<file path="src/rtl/mem_fill_arbiter_pkg.sv">
// Shared definitions for the memory fill arbiter.
// Holds the bus widths, block geometry, FSM state codes, fill owner encoding
// and the helper that aligns an address down to its cache block base.
package mem_fill_arbiter_pkg;

  localparam int unsigned ADDR_W   = 16;
  localparam int unsigned DATA_W   = 16;
  localparam int unsigned WORDS    = 8;
  localparam int unsigned OFFSET_W = 3;
  localparam int unsigned MEM_LAT  = 4;

  typedef enum logic [1:0] {
    StIdle  = 2'd0,
    StWrite = 2'd1,
    StFill  = 2'd2
  } state_e;

  typedef enum logic [1:0] {
    OwnerNone = 2'd0,
    OwnerI    = 2'd1,
    OwnerD    = 2'd2
  } owner_e;

  // Clear the word offset and byte-select bits: {addr[15:4], 4'b0}.
  function automatic logic [ADDR_W-1:0] block_base(input logic [ADDR_W-1:0] addr);
    return {addr[ADDR_W-1:OFFSET_W+1], {(OFFSET_W+1){1'b0}}};
  endfunction

endpackage

</file>
<file path="src/rtl/mem_fill_arbiter_word_cnt.sv">
// Block word counter.
// 3-bit up counter with synchronous reset, synchronous clear and count enable.
// Used once to step the fill issue address and once to tag returning words.
// Ports: clk, rst (sync, active-high), clr (sync clear), en (increment), cnt (current value).
module mem_fill_arbiter_word_cnt
  import mem_fill_arbiter_pkg::*;
(
  input  logic                clk,
  input  logic                rst,
  input  logic                clr,
  input  logic                en,
  output logic [OFFSET_W-1:0] cnt
);

  logic [OFFSET_W-1:0] cnt_q;

  always_ff @(posedge clk) begin
    if (rst || clr) begin
      cnt_q <= '0;
    end else if (en) begin
      cnt_q <= cnt_q + OFFSET_W'(1);
    end
  end

  assign cnt = cnt_q;

endmodule

</file>
<file path="src/rtl/mem_fill_arbiter.sv">
// Memory fill arbiter.
// Shares the single-ported, multi-cycle main memory between the I-cache and D-cache.
// Grants in IDLE only with fixed priority d_wr_req > d_miss > i_miss and never preempts.
// A store is a single write cycle; a miss becomes an 8-word block fill whose reads are
// issued back to back and whose returning words are steered to the owning cache.
// Ports:
//   clk, rst                         clock, synchronous active-high reset
//   i_miss/i_miss_addr               I-side fill request (held until i_fill_done)
//   d_miss/d_miss_addr               D-side fill request (held until d_fill_done)
//   d_wr_req/d_wr_addr/d_wr_data     D-side store write-through (held until d_wr_done)
//   mem_en/mem_wr/mem_addr/mem_wdata memory command
//   mem_rdata/mem_rvalid             memory read return (MEM_LAT cycles after issue)
//   fill_data/fill_word              word and offset written into the owning cache
//   i_fill_we/d_fill_we              data-array write enables
//   i_tag_we/d_tag_we                tag/valid write pulses on the last word
//   i_fill_done/d_fill_done          fill complete pulses
//   d_wr_done                        store accepted pulse
//   busy                             arbiter not idle
module mem_fill_arbiter
  import mem_fill_arbiter_pkg::*;
(
  input  logic                clk,
  input  logic                rst,
  input  logic                i_miss,
  input  logic [ADDR_W-1:0]   i_miss_addr,
  input  logic                d_miss,
  input  logic [ADDR_W-1:0]   d_miss_addr,
  input  logic                d_wr_req,
  input  logic [ADDR_W-1:0]   d_wr_addr,
  input  logic [DATA_W-1:0]   d_wr_data,
  output logic                mem_en,
  output logic                mem_wr,
  output logic [ADDR_W-1:0]   mem_addr,
  output logic [DATA_W-1:0]   mem_wdata,
  input  logic [DATA_W-1:0]   mem_rdata,
  input  logic                mem_rvalid,
  output logic [DATA_W-1:0]   fill_data,
  output logic [OFFSET_W-1:0] fill_word,
  output logic                i_fill_we,
  output logic                d_fill_we,
  output logic                i_tag_we,
  output logic                d_tag_we,
  output logic                i_fill_done,
  output logic                d_fill_done,
  output logic                d_wr_done,
  output logic                busy
);

  state_e              state_q;
  owner_e              owner_q;
  logic [ADDR_W-1:0]   addr_q;
  logic [DATA_W-1:0]   wdata_q;
  // Set once the 8th read has been issued; the 3-bit issue counter wraps to 0.
  logic                issue_done_q;

  logic [OFFSET_W-1:0] issue_cnt;
  logic [OFFSET_W-1:0] recv_cnt;
  logic                in_fill;
  logic                issuing;
  logic                beat;
  logic                last_beat;

  assign in_fill   = (state_q == StFill);
  assign issuing   = in_fill && !issue_done_q;
  // rvalid outside FILL (stray or left over from a reset fill) is ignored.
  assign beat      = in_fill && mem_rvalid;
  assign last_beat = beat && (recv_cnt == OFFSET_W'(WORDS - 1));

  mem_fill_arbiter_word_cnt u_issue_cnt (
    .clk (clk),
    .rst (rst),
    .clr (!in_fill),
    .en  (issuing),
    .cnt (issue_cnt)
  );

  mem_fill_arbiter_word_cnt u_recv_cnt (
    .clk (clk),
    .rst (rst),
    .clr (!in_fill),
    .en  (beat),
    .cnt (recv_cnt)
  );

  always_ff @(posedge clk) begin
    if (rst) begin
      state_q      <= StIdle;
      owner_q      <= OwnerNone;
      addr_q       <= '0;
      wdata_q      <= '0;
      issue_done_q <= 1'b0;
    end else begin
      unique case (state_q)
        StIdle: begin
          issue_done_q <= 1'b0;
          if (d_wr_req) begin
            state_q <= StWrite;
            addr_q  <= d_wr_addr;
            wdata_q <= d_wr_data;
          end else if (d_miss) begin
            state_q <= StFill;
            owner_q <= OwnerD;
            addr_q  <= block_base(d_miss_addr);
          end else if (i_miss) begin
            state_q <= StFill;
            owner_q <= OwnerI;
            addr_q  <= block_base(i_miss_addr);
          end
        end
        StWrite: begin
          state_q <= StIdle;
        end
        StFill: begin
          if (issuing && (issue_cnt == OFFSET_W'(WORDS - 1))) begin
            issue_done_q <= 1'b1;
          end
          if (last_beat) begin
            state_q      <= StIdle;
            owner_q      <= OwnerNone;
            issue_done_q <= 1'b0;
          end
        end
        default: begin
          state_q <= StIdle;
        end
      endcase
    end
  end

  always_comb begin
    mem_en      = 1'b0;
    mem_wr      = 1'b0;
    mem_addr    = '0;
    mem_wdata   = '0;
    fill_data   = '0;
    fill_word   = '0;
    i_fill_we   = 1'b0;
    d_fill_we   = 1'b0;
    i_tag_we    = 1'b0;
    d_tag_we    = 1'b0;
    i_fill_done = 1'b0;
    d_fill_done = 1'b0;
    d_wr_done   = 1'b0;
    unique case (state_q)
      StWrite: begin
        mem_en    = 1'b1;
        mem_wr    = 1'b1;
        mem_addr  = addr_q;
        mem_wdata = wdata_q;
        d_wr_done = 1'b1;
      end
      StFill: begin
        if (issuing) begin
          mem_en   = 1'b1;
          mem_addr = {addr_q[ADDR_W-1:OFFSET_W+1], issue_cnt, 1'b0};
        end
        if (beat) begin
          fill_data   = mem_rdata;
          fill_word   = recv_cnt;
          i_fill_we   = (owner_q == OwnerI);
          d_fill_we   = (owner_q == OwnerD);
          i_tag_we    = last_beat && (owner_q == OwnerI);
          d_tag_we    = last_beat && (owner_q == OwnerD);
          i_fill_done = last_beat && (owner_q == OwnerI);
          d_fill_done = last_beat && (owner_q == OwnerD);
        end
      end
      default: ;
    endcase
  end

  assign busy = (state_q != StIdle);

endmodule

</file>
<file path="config.mk">
export PLATFORM = sky130hd
export DESIGN_NAME = mem_fill_arbiter
export DESIGN_NICKNAME = d
export VERILOG_FILES = /design/src/rtl/mem_fill_arbiter_pkg.sv /design/src/rtl/mem_fill_arbiter_word_cnt.sv /design/src/rtl/mem_fill_arbiter.sv
export SDC_FILE = /design/constraint.sdc
export NUM_CORES = 1
export LEC_CHECK = 0
export ABC_AREA = 1
export CAP_MARGIN = 10
export CORE_ASPECT_RATIO = 0.75
export CORE_UTILIZATION = 40
export CTS_BUF_LIST = sky130_fd_sc_hd__clkbuf_16
export DETAILED_ROUTE_END_ITERATION = 8
export PLACE_DENSITY = 0.85
export RECOVER_POWER = 100
export SYNTH_ARGS = -nofsm -noshare
export SYNTH_HDL_FRONTEND = slang
export SYNTH_HIERARCHICAL = 1
export SYNTH_SLANG_ARGS = --single-unit
</file>
<file path="constraint.sdc">
create_clock -name clk -period 2.84 [get_ports clk]
set_input_delay 0.426 -clock clk [delete_from_list [all_inputs] [get_ports clk]]
set_output_delay 0.426 -clock clk [all_outputs]
set_load 0.005 [all_outputs]
</file>
Yosys cells after proc, flatten, opt, wreduce, memory -nomap -nowiden
Index checks and enable logic that the tools add are counted.

Flip-flop bits (word level): 43. Bits of input ports: 86. Output and inout bits: 61. Word-level logic and storage cells: 71.

$add $sub $neg: 2. Equal/unequal tests: 11. Mux-type cells: 33. Reductions and logical operators: 18.

Operators by type and width (number): two-way mux 16 bit (7); case mux 16 bit (2 select lines) (1); two-way mux 2 bit (7); two-way mux 1 bit (12); case mux 2 bit (2 select lines) (2); AND reduction 2 bit (4); adder 3 x 1 -> 3 bit (second input constant) (2); equality test 3 bit (second input constant) (2); logical AND 1 bit (6); two-way mux 3 bit (2); equality test 2 x 1 -> 1 bit (second input constant) (2); equality test 2 bit (second input constant) (2); inequality test 4 bit (second input constant) (1); case mux 1 bit (2 select lines) (2); AND reduction 4 bit (1); nonzero test 2 bit (2); inequality test 3 x 1 -> 1 bit (second input constant) (1); inequality test 3 bit (second input constant) (1); nonzero test 3 bit (1); logical NOT 1 bit (2); logical NOT 2 bit (1); inequality test 2 x 1 -> 1 bit (second input constant) (1); inequality test 2 bit (second input constant) (1); logical OR 1 bit (1).

Depth between registers and ports, before layout
Gate-level depths: netlist of run 1.

Word-level depth: 6. Mapped depth: 9. Mapped depth without buffers: 9.

Hierarchy
Netlist of run 1, hierarchy kept.

Modules (own cells, without submodules): mem_fill_arbiter (times used 1, cells an instance 359, area each 2197.1 µm², seq. area each 740.7 µm²); mem_fill_arbiter_word_cnt (u_recv_cnt) (times used 1, cells an instance 19, area each 135.1 µm², seq. area each 60.1 µm²); mem_fill_arbiter_word_cnt (u_issue_cnt) (times used 1, cells an instance 18, area each 130.1 µm², seq. area each 60.1 µm²).

Worst setup path before layout of run 1
Ideal clock, no wire load.

Path type: flip-flop to output port. Start point: reg state_q[0]. End point: out mem_addr[10]. Data arrival time: 1.272 ns. Data required time: 2.414 ns. Slack: 1.142 ns. Stages on the path, launching flop included: 8. Cell sequence: dfxtp_1 inv_1 ha_1 nand2_1 inv_1 o21ai_1 buf_2 nor2_1.

Longest elaborated chain between the ends: 4. Elaborated cells between the ends (all ways): 5. Classes of those cells: eq/ne (2); mux (2); reduce/logical (1).

Ends and longest elaborated chain: from (decl) (line mem_fill_arbiter.sv:49) `state_e state_q;`; from (signal assigned) (line mem_fill_arbiter.sv:87) `state_q <= StIdle;`; from (signal assigned) (line mem_fill_arbiter.sv:97) `state_q <= StWrite;`; from (signal assigned) (line mem_fill_arbiter.sv:101) `state_q <= StFill;`; equality test 2 bit (line mem_fill_arbiter.sv:63) `assign in_fill = (state_q == StFill);`; logical AND 1 bit (line mem_fill_arbiter.sv:64) `assign issuing = in_fill && !issue_done_q;`; via issuing (line mem_fill_arbiter.sv:59) `logic issuing;`; two-way mux 16 bit (line mem_fill_arbiter.sv:153) `if (issuing) begin`; case mux 16 bit (2 select lines) (line mem_fill_arbiter.sv:144) `unique case (state_q)`; to (decl) (line mem_fill_arbiter.sv:33) `output logic [ADDR_W-1:0] mem_addr,`.

The timed path passes the listed nets, and every way through them passes these cells.

Worst setup path after layout of run 1
Start point: reg state_q[0]. End point: out mem_addr[5].

The elaborated chain is that of the path after synthesis.

==> impl_results.md, run 1 <==
* Row Count at 24
* Wire length per cell at 11.53 um
* Internal power at 0.001272 W
* Worst slew margin at between 40 and 50%
* Placer Congestion at 0.7768
* Worst slack at placement at 0.4623 ns
* Fin Clk Skew at 0.003651 ns
* H-tree level count at 2
* Die span in y at 69.95 um
* Slew @ Worst Pin at 0.8623 ns
* Initial antenna violation count at 0
* Ys flop type: dfxtp_1
* Post-CTS Hold Buffers at 0
* DRC at 0
* CP endpoint kind: primary output
* Io pins at roughly 150
* Sw Ratio at 26.07%
* Synth top cells by count: nand2_1, nor2_1, inv_1
* Synth Instances at 396
* Remaining Overflow, GRT at 0
* Clock network power share at a little under two fifths
* 1st-pass router iterations at 5
* Post-synth EDFFs at 0
* Final wirelength at 6973 um
* Area grow syn2layout at 63.62%
* Biggest cell delay along the critical path at roughly 0.57 ns
* Die area at about 6500 sq um
* Vias in the first global route at 2722
* First-pass GRT wire length at 11810 um
* Pleak at 2.023 nW
* Asr flop ratio synth at 0%
* Largest net degree at the start of global routing at 31
* TritonCTS Buffers at 5
* Initial Util at 41.84%
* Setup violations, final at 0
* Register bit count reported by yosys at 43
* Sink Count at 43
* Most common cell in the netlist: nand2_1
* Worst Setup Start Kind: flop
* Die width at 92.60 um
* Flop pwr share at 39.9%
* Final count of hold timing violations at 0
* Post-Syn Area at 2462 sq um
* Initial drt markers at 112
* Crit path kind: reg2out
* CP max FO at 13
* Fmax at 381.1 MHz
* Max VDD drop at 0.2918 mV
* CTS tree: done
* GRT Resource Usage Total at 22.58%
* Layout cell share with drive strength beyond 1 at 3.795%
* Cells along the critical path: inv_1, ha_1, nand2_1, inv_1, o21ai_1, buf_4, nor2_1, dlygate4sd3_1
* CP Buf/Inv Count at 4
* Comb power frac at 22.5%
* Root buf cell: clkbuf_16
* Port Buffers at ~140
* N_diodes at 0
* Arrival time at the worst endpoint at around 2.2 ns
* Hold Crit Class: reg2reg
* Final min period at between 2 and 3 ns
* Most used cell, CP: inv_1
* Core area at 5886 sq um
* Via Count at roughly 2800
* Fillers at 493
* Net count after synthesis at between 400 and 500
* Count of cell types in the netlist at 21
* Routed vias/inst at between 4 and 5
* Register area share after synthesis at between 30% and 40%
* Syn avg cell area at 6.218 sq um
* Share of the synthesized area in the top cell type at 34.96%
* Final setup TNS at 0 ns
* Detail Route Antenna Nets at 0
* CP top delay family: buffers and inverters
* Nets@finish at 618
* Final worst slack at 0.2161 ns
* Final Cycle Share at 92.39%
* Yosys top cell by area: dfxtp_1
* Required time worst endpoint at 2.41 ns
* MaxCap Viol Count at 0
* Clk buf depth at 2
* Crit path max-delay cell type: dlygate4sd3_1
* P_sw at approximately 0.00045 W
* Status: finished, final reports clean
* Post-CTS Resized at 0
* Power Dens Cells at 427.2 nW/um^2
* Top post-synthesis cells by area: dfxtp_1, nand2_1, nor2_1, inv_1, a21oi_1
* Fin. max-slew vios at 0
* Placed wire-length estimate at 5399 um
* Yosys warnings at 6
* Worst-path clk slew at 0.06 ns
* Clock latency on the worst-skew pair at ~0.28 ns
* Post CTS Setup Buffer Count at 0
* Unrepaired setup endpoints after global routing: no
[per-layer routing]
| layer | global-route usage [%] | up-vias | wire (um) |
|---|---|---|---|
| met5 | 0 | - | 0 |
| met4 | 7.118 | 0 | 157 |
| met3 | 7.298 | 18 | 635 |
| met2 | 41.23 | 124 | 3392 |
| met1 | 24.60 | 1236 | 2787 |
| li1 | - | 1448 | - |
[area by class of cell]
| cell class | count | area, sq um | share of cell area (%) |
|---|---|---|---|
| inverters | 70 | 262.8 | 6.522 |
| flip-flops and latches | 43 | 860.8 | 21.37 |
| well taps | 78 | 97.59 | 2.422 |
| multi-input cells | 262 | 1215 | 30.16 |
| repair buffers | 144 | 1424 | 35.34 |
| clock inverters | 3 | 43.79 | 1.087 |
| clock buffers | 5 | 125.1 | 3.106 |
[cells in the final DEF (no fill, tap or decap), drive strengths merged]
master         instances
a21oi                 26
and2                   1
buf                    5
bufinv                 1
clkbuf                 6
clkdlybuf4s50         82
clkinv                 2
dfxtp                 43
dlygate4sd3           56
ha                     6
inv                   70
mux2i                 12
nand2                 94
nand3                  7
nor2                  79
nor3                   4
o21ai                 32
o21bai                 1
[path summary, 6_finish.rpt]
kind                                  from          end  slack [ns]  cells after the start
worst min-delay path             addr_q[1]    addr_q[1]        0.47                      2
worst min register to register   addr_q[1]    addr_q[1]        0.47                      2
worst max-delay path            state_q[0]  mem_addr[5]        0.22                      8
worst max register to register  state_q[1]    addr_q[0]        0.80                      7
[worst register-to-register path, cell delays in order (launching register included)]
cell and delay (ns):
dfxtp_1 0.38, inv_1 0.08, ha_1 0.20, nand2_1 0.42, o21ai_2 0.40, inv_1 0.26
nand2_1 0.08, a21oi_1 0.15
[metrics by stage]
stage | hold WS, ns | std cells | util [%] | power, W | area, sq um
after CTS | 0.4751 | 605 | 68.73 | 0.001753 | 4045
after global placement | 0.4505 | 597 | 65.86 | 0.001087 | 3876
final | 0.4728 | 605 | 68.45 | 0.001721 | 4029
after floorplan | 0.4394 | 396 | - | 0.0009034 | 2462
after detailed placement | 0.4610 | 597 | 65.86 | 0.001101 | 3876
after global routing | 0.4924 | 605 | 68.45 | 0.001818 | 4029
[cell families after synthesis]
family / count (synthesis) / synth area share, %
compound gates: 59 / 12.70
fa+ha+maj: 6 / 3.049
buf+inv: 91 / 15.14
flops: 43 / 34.96
mux: 12 / 4.878
simple gates: 185 / 29.27
[power groups by stage]
stage          Clock [W]  Combinational, W  Sequential, W
6_report        0.000649          0.000386       0.000686
5_1_grt         0.000691          0.000435       0.000692
4_1_cts         0.000662          0.000405       0.000686
3_5_place_dp           0          0.000402       0.000699
3_3_place_gp           0          0.000391       0.000696
2_1_floorplan          0          0.000211       0.000692
[flip-flops by register name, summed over array words and instances (netlist names)]
name / count
addr_q: 16
state_q: 2
issue_done_q: 1
owner_q: 2
u_issue_cnt/cnt: 3
wdata_q: 16
u_recv_cnt/cnt: 3
(Power assumes the default switching activity.)
==> run 2: changes to the inputs <==
--- a/config.mk
+++ b/config.mk
@@ -6,12 +6,13 @@
 export NUM_CORES = 1
 export LEC_CHECK = 0
 export ABC_AREA = 1
+export ABC_CLOCK_PERIOD_IN_PS = 2840
 export CAP_MARGIN = 10
 export CORE_ASPECT_RATIO = 0.75
 export CORE_UTILIZATION = 40
 export CTS_BUF_LIST = sky130_fd_sc_hd__clkbuf_16
 export DETAILED_ROUTE_END_ITERATION = 8
-export PLACE_DENSITY = 0.85
+export PLACE_DENSITY = 0.81
 export RECOVER_POWER = 100
 export SYNTH_ARGS = -nofsm -noshare
 export SYNTH_HDL_FRONTEND = slang
==> run 2 against run 1 <==
- core utilization up 0.085 points
- first-iteration DRC count down 9.8%
- critical path type unchanged
- critical path depth down 1
- largest cell class unchanged
- global-route usage down 0.94 points
==> impl_results.md, run 2 (synthesis gave the netlist of run 1 again) <==
* Slew @ Worst Pin at 0.8637 ns (+0.001464 ns)
* Hold path endpoint: addr_q[3]
* Final wirelength at 6792 um (-2.6%)
* Detail Route Antenna Nets at 0 (unchanged)
* FF-to-FF setup slack at 0.84 ns (+0.04 ns)
* Final setup TNS at 0 ns (unchanged)
* Initial drt markers at 101 (-9.8%)
* CP endpoint kind: primary output
* Final min period at 2.591 ns (-0.03283 ns)
* CTS tree: done
* Via Count at 2798 (-0.99%)
* Post CTS Setup Buffer Count at 0 (unchanged)
* Final count of hold timing violations at 0 (unchanged)
* Crit path kind: reg2out
* Crit path max-delay cell type: dlygate4sd3_1
* Fin Clk Skew at 0.003609 ns (-0.00004143 ns)
* H-tree level count at 2 (unchanged)
* Worst-path clk slew at 0.06 ns (about the same)
* Post-CTS Resized at 0 (unchanged)
* Worst R2R End: addr_q[2]
* Clock latency on the worst-skew pair at 0.29 ns (about the same)
* Required time worst endpoint at 2.41 ns (about the same)
* Largest net degree at the start of global routing at 26 (-16%)
* Reg2Reg Depth at 7 (unchanged)
* Placed wire-length estimate at 5229 um (-3.2%)
* Setup violations, final at 0 (unchanged)
* Port Buffers at 138 (unchanged)
* Wire length per cell at 11.21 um (-2.8%)
* CP max FO at 24 (+11)
* Cell count of the worst hold path at 2 (unchanged)
* Nets@finish at 619 (+0.16%)
* Remaining Overflow, GRT at 0 (unchanged)
* Commonest cells after routing, fill and taps aside: nand2_1, clkdlybuf4s50_1, nor2_1
* Initial Util at 41.84% (unchanged)
* Arrival time at the worst endpoint at 2.17 ns (-0.03 ns)
* Core area at 5886 sq um (unchanged)
* Area grow syn2layout at 63.82%
* Utilization after layout at 68.54% (+0.085 points)
* Grt peak-use layer: met2
* Worst Setup Start Kind: flop
* Fmax at 385.9 MHz (+1.3%)
* Max VDD drop at 0.2724 mV (-6.6%)
* Sink Count at 43 (unchanged)
* Placer Congestion at 0.8011 (+3.1%)
* Clk buf depth at 2 (unchanged)
* Pleak at 2.036 nW (+0.66%)
* Final Cycle Share at 91.23% (-1.2 points)
* Io pins at 147 (unchanged)
* N_diodes at 0 (unchanged)
* Post-CTS Hold Buffers at 0 (unchanged)
* Root buf cell: clkbuf_16
* Biggest cell delay along the critical path at 0.59 ns (+0.02 ns)
* Layout cell share with drive strength beyond 1 at 3.598% (-0.20 points)
* Die span in y at 69.95 um (unchanged)
* Row Count at 24 (unchanged)
* Met3 Usage GRT at 6.536% (-0.76 points)
* Met1 usage at 25.12% (+0.52 points)
* Routed vias/inst at 4.617 (-1.2%)
* Worst slew margin at 42.41% (-0.098 points)
* Commonest non-fill, non-tap cell in the layout: nand2_1
* Unrepaired setup endpoints after global routing: no
* Initial antenna violation count at 0 (unchanged)
* Status: finished, final reports clean
* Total Power at 0.001709 W (-0.70%)
* Most used cell, CP: buf_4
* First-pass GRT wire length at 11220 um (-5.0%)
* Die width at 92.60 um (unchanged)
* Met2 usage at 37.78% (-3.5 points)
* Fin. max-slew vios at 0 (unchanged)
* DRC at 0 (unchanged)
* Power Dens Cells at 423.7 nW/um^2 (-0.82%)
* Die area at 6477 sq um (unchanged)
* Reg2Reg Launch Point: state_q[1]
* Hold Crit Class: reg2reg
* GRT Resource Usage Total at 21.65% (-0.94 points)
* 1st-pass router iterations at 4 (-1)
* MaxCap Viol Count at 0 (unchanged)
* TritonCTS Buffers at 5 (unchanged)
* Cells along the critical path: inv_1, ha_1, buf_4, o21ai_1, buf_4, nor2_1, dlygate4sd3_1
* Worst hold start: addr_q[3]
* Biggest regs: addr_q x16, wdata_q x16
* Vias in the first global route at 2615 (-3.9%)
## run 2: cell types whose count changed in the layout (fill, tap and decap cells not counted)
cell,delta
inv_2,-1
clkinv_1,+1
clkinv_4,-1
o21ai_1,-1
inv_1,+1
dlygate4sd3_1,+2
clkdlybuf4s50_1,-2
clkbuf_2,-1
buf_4,+2
o21ai_0,+1
## run 2: worst max path at each step
stage                    start            to  slack [ns]  depth (start not counted)
global placement    mem_rvalid   d_fill_done        0.52                          6
finish              state_q[1]  mem_addr[15]        0.25                          7
global route        state_q[0]   mem_addr[8]        0.11                          8
detailed placement  mem_rvalid   d_fill_done        0.50                          6
CTS                 state_q[0]  mem_addr[10]        0.31                          8
floorplan           state_q[0]  mem_addr[10]        1.14                          7
## run 2: where the power goes
part / internal [W] / switching, W / leakage [nW]
registers: 0.000658 / 0.0000282 / 0.355
clock network: 0.000410 / 0.000227 / 0.0812
logic: 0.000202 / 0.000185 / 1.60
total: 0.00127 / 0.000440 / 2.04
## run 2: metal layers
metal / routed length [um] / up-vias
met1: 2859 / 1228
met4: 95 / 0
met2: 3260 / 105
met5: 0 / -
li1: - / 1455
met3: 576 / 10
## run 2: critical path: cells and delay by family (launching register included)
kind	cells	cell delay (ns)
compound gates	1	0.15
flops	1	0.38
buf+inv	4	1.11
simple gates	1	0.05
fa+ha+maj	1	0.19
## run 2: cell type report
cell class                      instances  area, sq um
Sequential cell                        43        860.8
Multi-Input combinational cell        262         1215
Timing Repair Buffer                  145         1434
Tap cell                               78        97.59
Inverter                               70        262.8
Fill cell                             520         1852
Clock buffer                            5        125.1
Clock inverter                          3        38.79
## run 2: metrics by stage
stage                     std cells  worst slack (ns)  cell area, sq um  hold WS [ns]
after floorplan                 396             1.142              2462        0.4394
after global placement          598            0.5236              3884        0.4512
after detailed placement        598            0.4986              3884        0.4542
after CTS                       606            0.3054              4048        0.4676
after global routing            606            0.1057              4034        0.5086
final                           606            0.2490              4034        0.4655
==> run 3: changes to the inputs <==
--- a/config.mk
+++ b/config.mk
@@ -9,10 +9,10 @@
 export ABC_CLOCK_PERIOD_IN_PS = 2840
 export CAP_MARGIN = 10
 export CORE_ASPECT_RATIO = 0.75
-export CORE_UTILIZATION = 40
+export CORE_UTILIZATION = 26
 export CTS_BUF_LIST = sky130_fd_sc_hd__clkbuf_16
 export DETAILED_ROUTE_END_ITERATION = 8
-export PLACE_DENSITY = 0.81
+export PLACE_DENSITY = 0.55
 export RECOVER_POWER = 100
 export SYNTH_ARGS = -nofsm -noshare
 export SYNTH_HDL_FRONTEND = slang
==> run 3 against run 2 <==
- clock power grew 2%
- sequential cell count stayed put
- first-iteration DRC count is 4.0% higher
- sequential power hardly changed
- non-clock buffer count stayed put
- design area up 1.5%
- worst setup slack got worse by 0.054 ns
- core utilization is 24 points lower
- combinational power rose by 1%
- highest routed layer unchanged
- global-route usage fell by 5.5 points
- sequential share of layout area is 0.31 points lower
==> impl_results.md, run 3 (synthesis gave the netlist of run 1 again) <==
* Status: finished, final reports clean
* CP endpoint kind: primary output
* Placer Congestion at 0.7358 (-8.2%)
* Fillers at 959 (+84%)
* Nets@finish at 619 (unchanged)
* Hold Crit Class: reg2reg
* Placed insts at 648 (+8.4%)
* GRT Resource Usage Total at 16.13% (-5.5 points)
* Commonest non-fill, non-tap cell in the layout: nand2_1
* Detail Route Antenna Nets at 0 (unchanged)
* Setup violations, final at 0 (unchanged)
* Commonest cells after routing, fill and taps aside: nand2_1, clkdlybuf4s50_1, nor2_1
* Post-CTS Resized at 0 (unchanged)
* Final setup TNS at 0 ns (unchanged)
* Max VDD drop at 0.3421 mV (+26%)
* Slew @ Worst Pin at 0.9120 ns (+0.04829 ns)
* Fin. max-slew vios at 0 (unchanged)
* Final wirelength at 7647 um (+13%)
* MaxCap Viol Count at 0 (unchanged)
* CTS tree: done
* Final count of hold timing violations at 0 (unchanged)
* Io pins at 147 (unchanged)
* CP max FO at 13 (-46%)
* Fin Clk Skew at 0.003191 ns (-0.0004180 ns)
* Largest net degree at the start of global routing at 26 (unchanged)
* Post CTS Setup Buffer Count at 0 (unchanged)
* H-tree level count at 2 (unchanged)
* Clock latency on the worst-skew pair at 0.28 ns (about the same)
* Post-CTS Hold Buffers at 0 (unchanged)
* Worst-path clk slew at 0.06 ns (about the same)
* N_diodes at 0 (unchanged)
* Crit path kind: reg2out
* Initial drt markers at 105 (+4.0%)
* Worst Setup Start Kind: flop
* Worst slew margin at 39.19% (-3.2 points)
* DRC at 0 (unchanged)
* Final Cycle Share at 93.12% (+1.9 points)
* Fmax at 378.1 MHz (-2.0%)
* Fin area at 4094 sq um (+1.5%)
* Via Count at 2750 (-1.7%)
* Layout cell share with drive strength beyond 1 at 3.598% (unchanged)
* Arrival time at the worst endpoint at 2.22 ns (+0.05 ns)
* Unrepaired setup endpoints after global routing: no
* Final min period at 2.645 ns (+0.05351 ns)
* Row Count at 30 (+25%)
* Port Buffers at 138 (unchanged)
* Initial Util at 27.00% (-15 points)
* Cell area after placement at 3946 sq um (+1.6%)
* Sink Count at 43 (unchanged)
* TritonCTS Buffers at 5 (unchanged)
* Root buf cell: clkbuf_16
* Power Dens Cells at 421.5 nW/um^2 (-0.51%)
* First-pass GRT wire length at 12670 um (+13%)
* Clk buf depth at 2 (unchanged)
* Remaining Overflow, GRT at 0 (unchanged)
* Die width at 114.4 um (+24%)
* Non-Filler Instances at 656 (+8.3%)
* Die area at 9868 sq um (+52%)
* Placed wire-length estimate at 5688 um (+8.8%)
* Initial antenna violation count at 0 (unchanged)
* Wire length per cell at 11.66 um (+4.0%)
* Required time worst endpoint at 2.41 ns (about the same)
* Routed vias/inst at 4.192 (-9.2%)
* Die span in y at 86.28 um (+23%)
* 1st-pass router iterations at 4 (unchanged)
* Biggest regs: addr_q x16, wdata_q x16
* Vias in the first global route at 2634 (+0.73%)
* Area grow syn2layout at 66.26%
* Core area at 9121 sq um (+55%)
* Pleak at 2.029 nW (-0.37%)
-- run 3: cell types whose count changed in the layout (fill, tap and decap cells not counted), sizes merged --
cell	previous run	this run
clkbuf	5	6
buf	7	6
clkdlybuf4s50	80	81
dlygate4sd3	58	57
-- run 3: per-layer routing --
metal	routed length, um	global-route usage (%)
met1	3866	21.95
met5	0	0
met2	3321	25.95
met3	413	3.566
met4	45	4.014
-- run 3: worst paths after layout --
| kind | startpoint | end | slack, ns | cells after the start |
|---|---|---|---|---|
| worst min register to register | addr_q[2] | addr_q[2] | 0.46 | 2 |
| worst min-delay path | addr_q[2] | addr_q[2] | 0.46 | 2 |
| worst max register to register | state_q[0] | addr_q[12] | 0.79 | 6 |
| worst max-delay path | state_q[0] | mem_addr[5] | 0.20 | 8 |
-- run 3: layout make-up --
class                      count  area (sq um)  share of cell area (%)
clock buffer                   5         125.1                   3.056
clock inverter                 3         38.79                  0.9474
inverter                      70         262.8                   6.418
multi-input combinational    262          1215                   29.68
sequential                    43         860.8                   21.03
tap                          128         160.2                   3.912
timing repair buffer         145          1431                   34.96
-- run 3: power breakdown --
group          switching [W]  leakage, nW  total, W  internal [W]
clock network       0.000240       0.0812  0.000651      0.000410
logic               0.000189         1.59  0.000390      0.000201
registers          0.0000281        0.355  0.000686      0.000657
-- run 3: metrics by stage --
stage / hold slack, ns / utilization [%] / total power [W] / setup slack [ns]
after CTS: 0.4641 / 45.06 / 0.001758 / 0.2675
after global placement: 0.4519 / 43.26 / 0.001100 / 0.5796
after global routing: 0.4806 / 44.88 / 0.001824 / 0.04438
after floorplan: 0.4394 / - / 0.0009034 / 1.142
final: 0.4629 / 44.88 / 0.001726 / 0.1955
after detailed placement: 0.4544 / 43.26 / 0.001106 / 0.5240
-- run 3: critical path: stages, from the launching register on --
cell,delay (ns)
dfxtp_1,0.37
inv_1,0.09
ha_1,0.21
nand2_1,0.08
inv_1,0.14
o21ai_1,0.17
buf_4,0.23
nor2_1,0.05
dlygate4sd3_1,0.59
